**src/rtl/uart_move_cmd_queue.sv**
```systemverilog
// Decodes UART bytes into cube move commands, queues them, and expands each
// command's repeat count into single-move valid/ready requests for the sequencer.
module uart_move_cmd_queue #(
  parameter int FIFO_DEPTH = 8,
  parameter int ADDR_W     = 3
) (
  input  logic              I_sys_clk,
  input  logic              I_on_board_reset_n,
  input  logic [7:0]        I_rx_byte,
  input  logic              I_rx_byte_valid,
  input  logic              I_rx_frame_err,
  input  logic              I_clear_err,
  input  logic              I_cmd_ready,
  output logic              o_cmd_valid,
  output logic [1:0]        o_cmd_row,
  output logic              o_cmd_dir,
  output logic              o_cmd_release,
  output logic [ADDR_W:0]   o_fifo_count,
  output logic              o_fifo_full,
  output logic              o_overflow,
  output logic              o_reject,
  output logic [6:0]        debug_led
);

  typedef enum logic {IDLE, ISSUE} state_t;

  localparam logic [ADDR_W:0] DEPTH_C = (ADDR_W+1)'(FIFO_DEPTH);

  logic [7:0]        mem [FIFO_DEPTH];
  logic [ADDR_W-1:0] wr_ptr;
  logic [ADDR_W-1:0] rd_ptr;
  logic [3:0]        rep_cnt;
  logic [7:0]        head;
  state_t            state;
  state_t            state_nxt;

  logic byte_bad;
  logic byte_good;
  logic push;
  logic pop;
  logic fifo_empty;
  logic hs;
  logic last_move;

  assign byte_bad   = I_rx_byte_valid & (I_rx_frame_err | (I_rx_byte[3:0] == 4'd0));
  assign byte_good  = I_rx_byte_valid & ~I_rx_frame_err & (I_rx_byte[3:0] != 4'd0);
  assign push       = byte_good & ~o_fifo_full;
  assign fifo_empty = (o_fifo_count == '0);
  assign hs         = o_cmd_valid & I_cmd_ready;
  assign last_move  = hs & (rep_cnt == 4'd1);
  // Pop from IDLE, or chain straight into the next command on the last move (no bubble).
  assign pop        = ~fifo_empty & ((state == IDLE) | last_move);
  assign head       = mem[rd_ptr];
  assign o_fifo_full = (o_fifo_count == DEPTH_C);
  assign debug_led  = {o_reject, o_overflow, o_fifo_full, o_cmd_valid, o_cmd_dir, o_cmd_row};

  always_ff @(posedge I_sys_clk) begin
    if (push) mem[wr_ptr] <= I_rx_byte;
  end

  always_ff @(posedge I_sys_clk or negedge I_on_board_reset_n) begin
    if (!I_on_board_reset_n) begin
      wr_ptr       <= '0;
      rd_ptr       <= '0;
      o_fifo_count <= '0;
    end else begin
      if (push) wr_ptr <= wr_ptr + ADDR_W'(1);
      if (pop)  rd_ptr <= rd_ptr + ADDR_W'(1);
      case ({push, pop})
        2'b10:   o_fifo_count <= o_fifo_count + (ADDR_W+1)'(1);
        2'b01:   o_fifo_count <= o_fifo_count - (ADDR_W+1)'(1);
        default: o_fifo_count <= o_fifo_count;
      endcase
    end
  end

  // FSM: state register
  always_ff @(posedge I_sys_clk or negedge I_on_board_reset_n) begin
    if (!I_on_board_reset_n) state <= IDLE;
    else                     state <= state_nxt;
  end

  // FSM: next state
  always_comb begin
    state_nxt = state;
    case (state)
      IDLE:    if (!fifo_empty) state_nxt = ISSUE;
      ISSUE:   if (last_move && fifo_empty) state_nxt = IDLE;
      default: state_nxt = IDLE;
    endcase
  end

  // FSM: outputs
  always_comb begin
    o_cmd_valid = (state == ISSUE);
  end

  always_ff @(posedge I_sys_clk or negedge I_on_board_reset_n) begin
    if (!I_on_board_reset_n) begin
      o_cmd_row     <= '0;
      o_cmd_dir     <= 1'b0;
      o_cmd_release <= 1'b0;
      rep_cnt       <= '0;
    end else if (pop) begin
      {o_cmd_row, o_cmd_dir, o_cmd_release} <= head[7:4];
      rep_cnt <= head[3:0];
    end else if (hs) begin
      rep_cnt <= rep_cnt - 4'd1;
    end
  end

  // Sticky errors: a new error in the same cycle as a clear wins.
  always_ff @(posedge I_sys_clk or negedge I_on_board_reset_n) begin
    if (!I_on_board_reset_n) begin
      o_overflow <= 1'b0;
      o_reject   <= 1'b0;
    end else begin
      if (byte_good && o_fifo_full) o_overflow <= 1'b1;
      else if (I_clear_err)         o_overflow <= 1'b0;
      if (byte_bad)                 o_reject   <= 1'b1;
      else if (I_clear_err)         o_reject   <= 1'b0;
    end
  end

endmodule

```
**config.mk**
```make
export PLATFORM = sky130hd
export DESIGN_NAME = uart_move_cmd_queue
export DESIGN_NICKNAME = d
export VERILOG_FILES = /design/src/rtl/uart_move_cmd_queue.sv
export SDC_FILE = /design/constraint.sdc
export NUM_CORES = 1
export LEC_CHECK = 0
export BUFFER_PORTS_ARGS = -buffer_cell sky130_fd_sc_hd__buf_2
export CORE_UTILIZATION = 53
export DETAILED_ROUTE_END_ITERATION = 10
export PLACE_DENSITY = 0.84
export SYNTH_ARGS = -nofsm -noshare
export SYNTH_HDL_FRONTEND = slang
export SYNTH_SLANG_ARGS = --single-unit
export TNS_END_PERCENT = 10
```
**constraint.sdc**
```tcl
create_clock -name I_sys_clk -period 2.2 [get_ports I_sys_clk]
set_input_delay 0.11 -clock I_sys_clk [delete_from_list [all_inputs] [get_ports I_sys_clk]]
set_output_delay 0.11 -clock I_sys_clk [all_outputs]
set_load 0.02 [all_outputs]
```
# Word level (Yosys, flattened, before mapping)

Memory sizes are Yosys's and may differ from the RTL's.
Cells that the tools add are included.

Add/sub/neg operators: 5
Equal/unequal tests: 4
Multiplexer cells: 11
Bitwise gates (word level): 13
Reduce and logical (&&, ||, !) cells: 9

Operator list:

| cell                                                                | number |
|---|---|
| 4-bit logical NOT                                                   | 2 |
| 4-bit two-way mux                                                   | 2 |
| 4-bit one-hot mux with 2 select lines                               | 1 |
| 2-bit nonzero test                                                  | 4 |
| 4-bit by 1-bit subtractor with 4-bit output (second input constant) | 2 |
| 1-bit bitwise AND                                                   | 7 |
| 1-bit two-way mux                                                   | 7 |
| 3-bit by 1-bit adder with 3-bit output (second input constant)      | 2 |
| 4-bit by 1-bit adder with 4-bit output (second input constant)      | 1 |
| 4-bit by 1-bit == test with 1-bit output (second input constant)    | 1 |
| 4-bit == test (second input constant)                               | 1 |
| 1-bit NOT                                                           | 4 |
| 4-bit nonzero test                                                  | 1 |
| 2-bit by 1-bit == test with 1-bit output (second input constant)    | 1 |
| 2-bit == test (second input constant)                               | 1 |
| 1-bit logical AND                                                   | 2 |
| 1-bit OR                                                            | 2 |
| 1-bit one-hot mux with 2 select lines                               | 1 |

Register bits after elaboration: 21
Bits in writable memories: 64
Input port bits: 14
Output and inout bits: 19
Memories kept: 1

Memories:

| name | words | width | rd ports | clocked after memory_dff | write ports | line | RTL |
|---|---|---|---|---|---|---|---|
| mem  | 8     | 8     | 1        | 0                        | 1           | 29   | `logic [7:0] mem [FIFO_DEPTH];` |

# Logic depth before layout (Yosys ltp)

Gate-level depths: netlist of run 1.

Depth in word-level cells: 6
Depth in mapped cells: 12
Depth with buffers taken out: 11

# Least setup slack after synthesis of run 1

No wires, ideal clock.

Path kind: reg-to-reg
Start: register o_fifo_count[1]
End: register o_fifo_count[2]
Library setup time: 138 ps
Arrival time: 2333 ps
Slack: -271 ps
Stages on the path, launching flop included: 11
Path buffers: 1
Path through: dfrtp_1 -> nor4_1 -> a21oi_2 -> buf_4 -> ha_1 -> xor2_1 -> ha_1 -> a21oi_1 -> xor2_1 -> nor2_1 -> xor2_1

Longest elaborated chain between the ends: 5
Elaborated cells between the ends (all ways): 12
Classes of those cells: add/sub (2); eq/ne (3); mux (1); bitwise (4); reduce/logical (2)

Ends and longest elaborated chain:

| what                                                                               | line   | RTL |
|---|---|---|
| start: declaration                                                                 | 18     | `output logic [ADDR_W:0] o_fifo_count,` |
| start signal: assignment                                                           | 70     | `2'b10: o_fifo_count <= o_fifo_count + (ADDR_W+1)'(1);` |
| start signal: assignment                                                           | 71     | `2'b01: o_fifo_count <= o_fifo_count - (ADDR_W+1)'(1);` |
| start signal: assignment                                                           | 72     | `default: o_fifo_count <= o_fifo_count;` |
| 4-bit == test / 4-bit logical NOT (equally long branches)                          | 54, 48 |  |
| 1-bit NOT, on equally long branches                                                | 47, 52 |  |
| 1-bit bitwise AND, on equally long branches                                        | 47, 52 |  |
| 2-bit by 1-bit == test with 1-bit output / 2-bit == test (equally long branches)   | 69     | `case ({push, pop})` |
| 4-bit one-hot mux with 2 select lines / 2-bit nonzero test (equally long branches) | n/a    |  |

Several ways; a longest one is shown, not always the timed one.
A chain may end at the register's enable or synchronous reset.

# Worst setup path after layout of run 1

Start: register o_fifo_count[0]
End: register o_fifo_count[2]

Same word-level chain as after synthesis.

==> results.md, run 1 <==
- Number of instances on the worst hold path: 1
- Starting utilization of the core area: 0.5601
- HPWL reported at the end of detailed placement: 3.988 mm
- CTS clock-pin slew for the worst setup and hold paths: 90 ps
- Post-route total power: 4.845 mW
- Worst Setup End Kind: register
- P per Cell Area: 1155 nW/um^2
- Core Region: 6459 sq um
- Worst-case setup margin in the final layout: 46.06 ps
- Fraction of layout instances using a drive strength above 1: 0.3446
- Final Hold Viols: 0
- Pre-CTS setup slack: 52.07 ps
- Area Growth Syn to Fin: 15.91%
- Gr usage total: 0.1846
- Commonest cells after routing, fill and taps aside: 64 x edfxtp_1, 32 x buf_2, 17 x dfrtp_1, 17 x buf_4
- Number of synthesized register bits: 85
- Maximum root-to-sink buffer count: 2
- Final-layout worst hold slack: 21.28 ps
- Type of the tightest min-delay check: input pin to register
- Clock sink count: 85
- Mapped Cells: 212
- Distinct cell type count of the synthesized netlist: 36
- Sink of the worst hold path: mem[1][6]
- Final number of max-transition violations: 0
- Total Die Area: 7160 sq um
- Pin count of the biggest net entering global routing: 22
- First-iteration detailed-routing DRC count: 178
- Crit path arrival time: 2400 ps
- TritonCTS clock tree: built
- Number of antenna cells inserted: 0
- CP Launch Type: register
- XOR/XNOR Fraction of Synth Area: 0.02906
- Relative slew slack: 0.6467
- Depth of the worst register-to-register path: 10
- Peak clock frequency supported by timing: 0.4643 GHz
- Average via count per standard cell: 5.698
- Number of H-tree levels: 3
- Vias in the first global route: 1851
- Status: finished clean
- Residual DRC count: 0
- Fill cells: 433
- Leakage: 1.514 nW
- Die width: 84.62 microns
- Adder and majority gate portion of the synthesized area: 0.02421
- GRT overflow: 0
- Top Ports: 33
- Clk root buf: clkbuf_8
- HP Start: I_rx_byte[6]
- Crit path max fanout: 5
- Post-DRT Antenna Nets: 0
- Post-Route WL: 6.110 mm
- Simple-gate portion of the synthesized area: 0.08475
- Synth Cell Area: 3617 sq um
- Reg-to-reg slack, setup: 50 ps
- Fraction of the yosys area taken by sequential cells: 0.6766
- Number of rows created at floorplan: 29
- Max_cap viols: 0
- Antenna violations before repair: 0
- Clock insertion delay at the later pin of the skew report: 360 ps
- Maximum clock skew at final layout: 14.18 ps
- Setup Crit Path Kind: register to register
- Post-Route Utilization: 0.6492
- Number of warnings issued by yosys: 0
- Post-layout min period: 2154 ps
- Multi-input gate area in the final layout: 1101 sq um
- WL per Instance: 17.76 microns
- Number of buffers created by CTS: 9
- Transition at the pin with the smallest max-transition slack: 530.0 ps
- Number of detailed-route iterations in the first pass: 6
- Vert. Die Dim: 84.62 microns
- Complex-gate fraction of the synthesized area: 0.02802
- Most common cell after layout, fill and taps aside: edfxtp_1
- Area of all sequential standard cells: 2452 sq um
- Peak ir drop on the vdd network: 0.4819 mV
- Overall via count from detail_route: 1960
- Post-synth net total: 233
- Post-Synthesis Mean Instance Area: 17.06 sq um
- GPL Wtd Cong: 0.7389
- Share of the clock period used by the worst path: 0.9791
- Required time worst endpoint: 2450 ps
- Destination of the worst register-to-register timing path: o_fifo_count[2]
- Number of input and output port buffers inserted: 32
- Multiplexer fraction of the synthesized cell area: 0.1224
- Dominant combinational cell family by area after synthesis: multiplexers
- Final nets: 283
- Start of the worst register-to-register path: o_fifo_count[0]
- Number of failing setup endpoints in the final timing report: 0
- Global-route wire length before repair: 9.522 mm
[per-layer routing]
layer | wire length, microns | track usage
met1 | 2583 | 0.2352
met2 | 3034 | 0.2934
met3 | 334 | 0.04031
met4 | 158 | 0.1109
met5 | 0 | 0
[metrics by stage]
stage | cells | instance area (sq um) | setup TNS, ps
3_3_place_gp | 322 | 3939 | 0
5_1_grt | 344 | 4193 | -27.85
4_1_cts | 341 | 4155 | 0
6_report | 344 | 4193 | 0
2_1_floorplan | 212 | 3665 | -829.8
3_5_place_dp | 322 | 3939 | 0
[synth_stat cells (all sizes together)]
cell type,n,area (sq um)
xor2,6,52.55
xnor2,6,52.55
mux4,16,379.1
clkbuf,3,11.26
a2111oi,1,8.760
nand2,11,41.29
buf,11,96.34
nand2b,8,50.05
a21oi,4,23.77
nor4,4,25.02
o21ai,7,38.78
nor4b,3,56.31
inv,5,18.77
o21a,4,30.03
nand3b,1,7.510
nand3,6,30.03
edfxtp,64,1922
nor2,9,33.78
nor3,3,15.01
dfrtp,21,525.5
and2,2,12.52
mux2,3,33.78
ha,7,87.58
nor2b,2,12.51
mux2i,3,30.03
nand4bb,2,22.52
[critical path, stage by stage, from the launching register on]
cell and delay (ps):
dfrtp_2 430, buf_4 170, nor4_4 340, a21oi_4 90, ha_4 190, xor2_1 140
ha_1 200, a21oi_2 130, xor2_1 150, nor2_1 60, xor2_1 130
[area by class of cell]
cell class,count,area share
repair buffers,53,0.08057
clock inverters,7,0.01492
well taps,77,0.02298
clock buffers,9,0.02954
flip-flops and latches,85,0.5849
inverters,5,0.004476
multi-input cells,108,0.2626
[how the worst max path moves through the flow]
stage	cells after the start	slack (ps)	end	startpoint
floorplan	8	-60	o_fifo_count[3]	o_fifo_count[2]
global placement	10	150	o_fifo_count[2]	o_fifo_count[3]
detailed placement	8	50	o_fifo_count[3]	o_fifo_count[0]
CTS	8	40	o_fifo_count[3]	o_fifo_count[0]
global route	11	-30	o_fifo_count[2]	rep_cnt[1]
finish	10	50	o_fifo_count[2]	o_fifo_count[0]
[state kept, by name (all words and copies together), names as in the netlist]
name           cells
o_overflow         1
o_cmd_dir          1
wr_ptr             3
o_cmd_release      1
mem               64
o_cmd_valid        1
o_fifo_count       4
rd_ptr             3
o_cmd_row          2
rep_cnt            4
o_reject           1
[power breakdown]
part	internal [mW]	switching, mW	total [mW]
Combinational	0.799	0.833	1.63
Sequential	1.99	0.211	2.20
Clock	0.425	0.583	1.01
[kinds of logic after synthesis]
| family | Yosys count |
|---|---|
| XOR/XNOR | 12 |
| AND/OR/NAND/NOR | 51 |
| adder cells (fa/ha/maj) | 7 |
| multiplexers | 22 |
| flip-flops | 85 |
| buffers and inverters | 19 |
| AO/OA/AOI/OAI | 16 |
[what timing repair did]
action	CTS	global route
hold endpoints to repair	31	0
buffers inserted	0	3
setup endpoints to repair	0	2
gates resized for setup	0	2
hold buffers	3	0
No activity file was read; power rests on OpenSTA's default activity.
==> inputs of run 2 (changes only) <==
--- a/config.mk
+++ b/config.mk
@@ -8,7 +8,8 @@
 export BUFFER_PORTS_ARGS = -buffer_cell sky130_fd_sc_hd__buf_2
 export CORE_UTILIZATION = 53
 export DETAILED_ROUTE_END_ITERATION = 10
-export PLACE_DENSITY = 0.84
+export PLACE_DENSITY = 0.75
+export SLEW_MARGIN = 20
 export SYNTH_ARGS = -nofsm -noshare
 export SYNTH_HDL_FRONTEND = slang
 export SYNTH_SLANG_ARGS = --single-unit
==> constraint.sdc (replaced) <==
create_clock -name I_sys_clk -period 2.2 [get_ports I_sys_clk]
set_input_delay 0.22 -clock I_sys_clk [delete_from_list [all_inputs] [get_ports I_sys_clk]]
set_output_delay 0.22 -clock I_sys_clk [all_outputs]
set_load 0.02 [all_outputs]
==> results.md, run 2 (synthesis results as in run 1) <==
- Status: finished clean (unchanged)
- GRT overflow: 0 (unchanged)
- WL per Instance: 18.20 microns (was 17.76 microns)
- Clk root buf: clkbuf_8 (unchanged)
- Number of H-tree levels: 3 (unchanged)
- Share of the clock period used by the worst path: 0.9945 (was 0.9791)
- Type of the tightest min-delay check: input pin to register (unchanged)
- Die width: 84.62 microns (unchanged)
- First-iteration detailed-routing DRC count: 75 (was 178)
- Max Used Layer: met4 (unchanged)
- Biggest regs: mem: 64 flops, o_fifo_count: 4 flops, rep_cnt: 4 flops (unchanged)
- Gr usage total: 0.1991 (was 0.1846)
- Number of detailed-route iterations in the first pass: 6 (unchanged)
- Peak ir drop on the vdd network: 0.7167 mV (was 0.4819 mV)
- Commonest cells after routing, fill and taps aside: 64 x edfxtp_1, 32 x buf_2, 28 x buf_4 (was 64 x edfxtp_1, 32 x buf_2, 17 x dfrtp_1, 17 x buf_4)
- Leakage: 1.596 nW (was 1.514 nW)
- Maximum root-to-sink buffer count: 2 (unchanged)
- Largest Register: mem (unchanged)
- Crit path max fanout: 4 (was 5)
- Relative slew slack: 0.6505 (was 0.6467)
- Crit path arrival time: 2470 ps (was 2400 ps)
- Flip-flop count of the largest register after layout: 64 (unchanged)
- Final number of max-transition violations: 0 (unchanged)
- Final Hold Viols: 0 (unchanged)
- CTS clock-pin slew for the worst setup and hold paths: 90 ps (about the same)
- Routed wire length on met2: 3.231 mm (was 3.034 mm)
- Area Growth Syn to Fin: 20.03% (was 15.91%)
- Core Region: 6459 sq um (unchanged)
- Worst Setup End Kind: register (unchanged)
- Most common cell after layout, fill and taps aside: edfxtp_1 (unchanged)
- Metal3 WL: 325 microns (was 334 microns)
- CP Launch Type: register (unchanged)
- Post-route total power: 5.278 mW (was 4.845 mW)
- TritonCTS clock tree: built (unchanged)
- Number of buffers created by CTS: 9 (unchanged)
- Number of antenna cells inserted: 0 (unchanged)
- Fraction of layout instances using a drive strength above 1: 0.3877 (was 0.3446)
- Total Die Area: 7160 sq um (unchanged)
- Multi-input gate area in the final layout: 1122 sq um (was 1101 sq um)
- Peak clock frequency supported by timing: 0.4571 GHz (was 0.4643 GHz)
- Global-route wire length before repair: 10.25 mm (was 9.522 mm)
- P per Cell Area: 1216 nW/um^2 (was 1155 nW/um^2)
- Cell area reported after detailed placement: 4006 sq um (was 3939 sq um)
- Setup Crit Path Kind: register to register (unchanged)
- Top Ports: 33 (unchanged)
- HPWL reported at the end of detailed placement: 4.152 mm (was 3.988 mm)
- Non-Filler Instances: 353 (was 344)
- Clock sink count: 85 (unchanged)
- Vert. Die Dim: 84.62 microns (unchanged)
- Number of failing setup endpoints in the final timing report: 0 (unchanged)
- Area of all sequential standard cells: 2452 sq um (unchanged)
- Max_cap viols: 0 (unchanged)
- Post-route setup TNS: 0 ps (unchanged)
- Antenna violations before repair: 0 (unchanged)
- Post-Route Utilization: 0.6722 (was 0.6492)
- Number of input and output port buffers inserted: 32 (unchanged)
- Post-layout min period: 2188 ps (was 2154 ps)
- Average via count per standard cell: 5.589 (was 5.698)
- Area of all placed cells without fillers: 4342 sq um (was 4193 sq um)
- Overall via count from detail_route: 1973 (was 1960)
- HP Start: I_clear_err (was I_rx_byte[6])
- Pre-CTS setup slack: 75.81 ps (was 52.07 ps)
- Worst-case setup margin in the final layout: 12.06 ps (was 46.06 ps)
- Starting utilization of the core area: 0.5601 (unchanged)
- Final nets: 292 (was 283)
- Vias in the first global route: 2012 (was 1851)
- Start of the worst register-to-register path: rep_cnt[1] (was o_fifo_count[0])
- Total routed wire length on the met1 layer: 2.719 mm (was 2.583 mm)
- Clock insertion delay at the later pin of the skew report: 360 ps (about the same)
- Post-Route WL: 6.424 mm (was 6.110 mm)
- Fill cells: 440 (was 433)
- Final-layout worst hold slack: 78.60 ps (was 21.28 ps)
- # placed instances: 331 (was 322)
- Residual DRC count: 0 (unchanged)
- GPL Wtd Cong: 0.7357 (was 0.7389)
- Maximum clock skew at final layout: 11.00 ps (was 14.18 ps)
- CP Launch Point: rep_cnt[1] (was o_fifo_count[0])
- Required time worst endpoint: 2480 ps (was 2450 ps)
- Post-DRT Antenna Nets: 0 (unchanged)
- Pin count of the biggest net entering global routing: 22 (unchanged)
- Number of rows created at floorplan: 29 (unchanged)
- Transition at the pin with the smallest max-transition slack: 524.3 ps (was 530.0 ps)
run 2: changes by cell type in the layout (fill, tap and decap cells not counted), sizes merged:
cell         delta
buf            +11
inv             +2
dlygate4sd3     -2
bufinv          +3
clkinv          -4
clkinvlp        -1
run 2: cell type report:
type,instances,area share
Tap cell,77,0.02219
Inverter,5,0.004323
Timing Repair Buffer,62,0.09222
Clock buffer,9,0.02853
Sequential cell,85,0.5648
Multi-Input combinational cell,108,0.2585
Clock inverter,7,0.02939
run 2: critical path: stages, from the launching register on:
cell	delay (ps)
dfrtp_1	410
inv_2	70
ha_1	140
nand4bb_1	190
a21oi_4	260
ha_4	180
xor2_1	180
ha_2	210
a21oi_2	40
xor2_1	150
nor2_1	130
xor2_1	150
run 2: where the power goes:
group	switching [mW]	total (mW)	internal, mW	leakage, nW
clock network	0.577	1.35	0.772	0.126
logic	0.886	1.74	0.850	0.655
registers	0.200	2.19	1.99	0.815
total	1.66	5.28	3.61	1.60
run 2: routing by layer:
metal / up-vias / track usage
li1: 920 / -
met1: 980 / 0.2502
met2: 58 / 0.3245
met3: 15 / 0.04621
met4: 0 / 0.1063
met5: - / 0
run 2: repair_timing:
action                                  CTS  global route
hold buffers                              1             0
endpoints found under the setup margin    0             2
setup buffers                             0             5
endpoints found under the hold margin    21             0
gates resized for setup                   0             6
run 2: path summary, 6_finish.rpt:
check	to	slack (ps)	depth (start not counted)
min reg2reg	o_cmd_release	500	1
min	o_overflow	80	2
max	o_fifo_count[2]	10	11
max reg2reg	o_fifo_count[2]	10	11
max in group asynchronous	o_fifo_count[0]	1460	2
min in group asynchronous	o_cmd_valid	370	2
==> inputs of run 3 (changes only) <==
--- a/config.mk
+++ b/config.mk
@@ -6,9 +6,9 @@
 export NUM_CORES = 1
 export LEC_CHECK = 0
 export BUFFER_PORTS_ARGS = -buffer_cell sky130_fd_sc_hd__buf_2
-export CORE_UTILIZATION = 53
+export CORE_UTILIZATION = 58
 export DETAILED_ROUTE_END_ITERATION = 10
-export PLACE_DENSITY = 0.75
+export PLACE_DENSITY = 0.78
 export SLEW_MARGIN = 20
 export SYNTH_ARGS = -nofsm -noshare
 export SYNTH_HDL_FRONTEND = slang
==> constraint.sdc (replaced) <==
create_clock -name I_sys_clk -period 2.5 [get_ports I_sys_clk]
set_input_delay 0.25 -clock I_sys_clk [delete_from_list [all_inputs] [get_ports I_sys_clk]]
set_output_delay 0.25 -clock I_sys_clk [all_outputs]
set_load 0.02 [all_outputs]
==> results.md, run 3 (synthesis results as in run 1) <==
- Biggest regs: mem: 64 flops, o_fifo_count: 4 flops, rep_cnt: 4 flops (unchanged)
- Crit path max fanout: 8 (was 4)
- Number of rows created at floorplan: 28 (was 29)
- Peak clock frequency supported by timing: 0.4453 GHz (was 0.4571 GHz)
- GRT overflow: 0 (unchanged)
- Crit path arrival time: 2470 ps (about the same)
- Number of detailed-route iterations in the first pass: 4 (was 6)
- Total routed wire length on the met1 layer: 2.810 mm (was 2.719 mm)
- Overall via count from detail_route: 1916 (was 1973)
- Setup Crit Path Kind: register to register (unchanged)
- Combinational Power Share: 0.303 (was 0.329)
- CP Launch Type: register (unchanged)
- Relative slew slack: 0.5709 (was 0.6505)
- Slowest library cell on the worst path: dfrtp_1 (unchanged)
- Delay contributed by the slowest stage of the critical path: 500 ps (was 410 ps)
- Critical path, cell by cell: nor4b_4 > nor4b_4 > inv_1 > ha_2 > xor2_1 > ha_1 > a21oi_1 > xor2_1 > nor2_1 > xor2_1 (was inv_2 > ha_1 > nand4bb_1 > a21oi_4 > ha_4 > xor2_1 > ha_2 > a21oi_2 > xor2_1 > nor2_1 > xor2_1)
- Critical path's most frequent cell: xor2_1 (unchanged)
- Worst Setup End Kind: register (unchanged)
- Fill cells: 402 (was 440)
- Max Used Layer: met4 (unchanged)
- Core Region: 5956 sq um (was 6459 sq um)
- Setup repair after global routing missed its margin: false
- Share of power burned in registers: 0.476 (was 0.416)
- Gr usage total: 0.2131 (was 0.1991)
- Final Hold Viols: 0 (unchanged)
- Required time worst endpoint: 2720 ps (was 2480 ps)
- Buffer and inverter count on the worst path: 1 (unchanged)
- Clock insertion delay at the later pin of the skew report: 350 ps (was 360 ps)
- Post-route setup TNS: 0 ps (unchanged)
- First-iteration detailed-routing DRC count: 109 (was 75)
- Number of H-tree levels: 3 (unchanged)
- Type of the tightest min-delay check: input pin to register (unchanged)
- Start of the worst register-to-register path: o_fifo_count[0] (was rep_cnt[1])
- Max_cap viols: 0 (unchanged)
- Post-layout min period: 2246 ps (was 2188 ps)
- Share of the clock period used by the worst path: 0.8983 (was 0.9945)
- Residual DRC count: 0 (unchanged)
- Post-route total power: 4.205 mW (was 5.278 mW)
- HPWL reported at the end of detailed placement: 4.102 mm (was 4.152 mm)
- Metal3 WL: 204 microns (was 325 microns)
- Number of buffers created by CTS: 9 (unchanged)
- Number of antenna cells inserted: 0 (unchanged)
- Pin count of the biggest net entering global routing: 22 (unchanged)
- Crit-path leading delay family: simple AND/OR/NAND/NOR gates (was adder cells)
- Number of failing setup endpoints in the final timing report: 0 (unchanged)
- Clock sink count: 85 (unchanged)
- TritonCTS clock tree: built (unchanged)
- Vias in the first global route: 1857 (was 2012)
- Most common cell after layout, fill and taps aside: edfxtp_1 (unchanged)
- GPL Wtd Cong: 0.7418 (was 0.7357)
- CP Launch Point: o_fifo_count[0] (was rep_cnt[1])
- Die width: 80.97 microns (was 84.62 microns)
- Status: finished clean (unchanged)
- Maximum clock skew at final layout: 8.181 ps (was 11.00 ps)
- Average via count per standard cell: 5.652 (was 5.589)
- Switching share of power: 0.3205 (was 0.3151)
- Transition at the pin with the smallest max-transition slack: 643.6 ps (was 524.3 ps)
- Worst-case setup margin in the final layout: 254.2 ps (was 12.06 ps)
- Starting utilization of the core area: 0.6074 (was 0.5601)
- Vert. Die Dim: 80.97 microns (was 84.62 microns)
- Pre-CTS setup slack: 212.0 ps (was 75.81 ps)
- Flip-flop count of the largest register after layout: 64 (unchanged)
- Leakage: 1.496 nW (was 1.596 nW)
- WL per Instance: 18.03 microns (was 18.20 microns)
- Post-Route WL: 6.113 mm (was 6.424 mm)
- Total Die Area: 6556 sq um (was 7160 sq um)
- Top Ports: 33 (unchanged)
- Post-DRT Antenna Nets: 0 (unchanged)
- Final nets: 280 (was 292)
- Final number of max-transition violations: 0 (unchanged)
- Net load switching power: 1.348 mW (was 1.663 mW)
- Number of input and output port buffers inserted: 32 (unchanged)
- Antenna violations before repair: 0 (unchanged)
- CTS clock-pin slew for the worst setup and hold paths: 80 ps (was 90 ps)
- Clk root buf: clkbuf_8 (unchanged)
- # Post-CTS Setup Buffers: 0 (unchanged)
- Commonest cells after routing, fill and taps aside: 64 x edfxtp_1, 32 x buf_2, 21 x dfrtp_1 (was 64 x edfxtp_1, 32 x buf_2, 28 x buf_4)
- Fraction of layout instances using a drive strength above 1: 0.3106 (was 0.3877)
- Clk network pwr share: 0.221 (was 0.256)
- Area Growth Syn to Fin: 13.35% (was 20.03%)
- Routed wire length on met2: 3.038 mm (was 3.231 mm)
- P per Cell Area: 1026 nW/um^2 (was 1216 nW/um^2)
- Total internal power: 2.857 mW (was 3.615 mW)
- Final-layout worst hold slack: 116.6 ps (was 78.60 ps)
- Peak ir drop on the vdd network: 0.5646 mV (was 0.7167 mV)
- HP Start: I_clear_err (unchanged)
- Maximum root-to-sink buffer count: 2 (unchanged)
- Global-route wire length before repair: 9.777 mm (was 10.25 mm)
- Largest Register: mem (unchanged)
run 3: power by group through the flow:
| stage | sequential [mW] | clock, mW | combinational (mW) |
|---|---|---|---|
| 3_5_place_dp | 2.03 | 0 | 1.27 |
| 2_1_floorplan | 2.01 | 0 | 0.976 |
| 3_3_place_gp | 2.02 | 0 | 1.25 |
| 5_1_grt | 2.04 | 1.01 | 1.40 |
| 4_1_cts | 2.00 | 0.952 | 1.28 |
| 6_report | 2.00 | 0.931 | 1.27 |
run 3: path summary, 6_finish.rpt:
path                       slack [ps]  cells past startpoint               to
setup / recovery                  250                     10  o_fifo_count[2]
hold / removal                    120                      2       o_overflow
setup reg to reg                  250                     10  o_fifo_count[2]
hold reg to reg                   500                      1    o_cmd_release
max in group asynchronous        1760                      2       rep_cnt[2]
min in group asynchronous         400                      2        rd_ptr[0]
run 3: through the flow:
stage                     std cells  utilization  instance area, sq um
after global routing            339       0.6884                  4100
after global placement          322       0.6534                  3891
after floorplan                 212            -                  3617
after detailed placement        322       0.6534                  3891
after CTS                       339       0.6870                  4091
final                           339       0.6884                  4100
run 3: final cells by class:
| cell class | count | area, sq um | share of cell area |
|---|---|---|---|
| inverters | 5 | 18.77 | 0.004577 |
| repair buffers | 50 | 297.8 | 0.07263 |
| well taps | 75 | 93.84 | 0.02289 |
| clock buffers | 10 | 127.6 | 0.03113 |
| multi-input cells | 108 | 1052 | 0.2566 |
| clock inverters | 6 | 62.56 | 0.01526 |
| flip-flops and latches | 85 | 2447 | 0.5969 |
run 3: layer usage:
metal / up-vias / GRT usage
li1: 896 / -
met2: 42 / 0.3311
met4: 0 / 0.09107
met5: - / 0
met1: 973 / 0.2947
met3: 5 / 0.04382
run 3: what timing repair did:
action / in CTS / in global routing
setup endpoints to repair: 0 / 1
endpoints found under the hold margin: 21 / 0
hold buffers: 1 / 0
resized for setup: 0 / 2
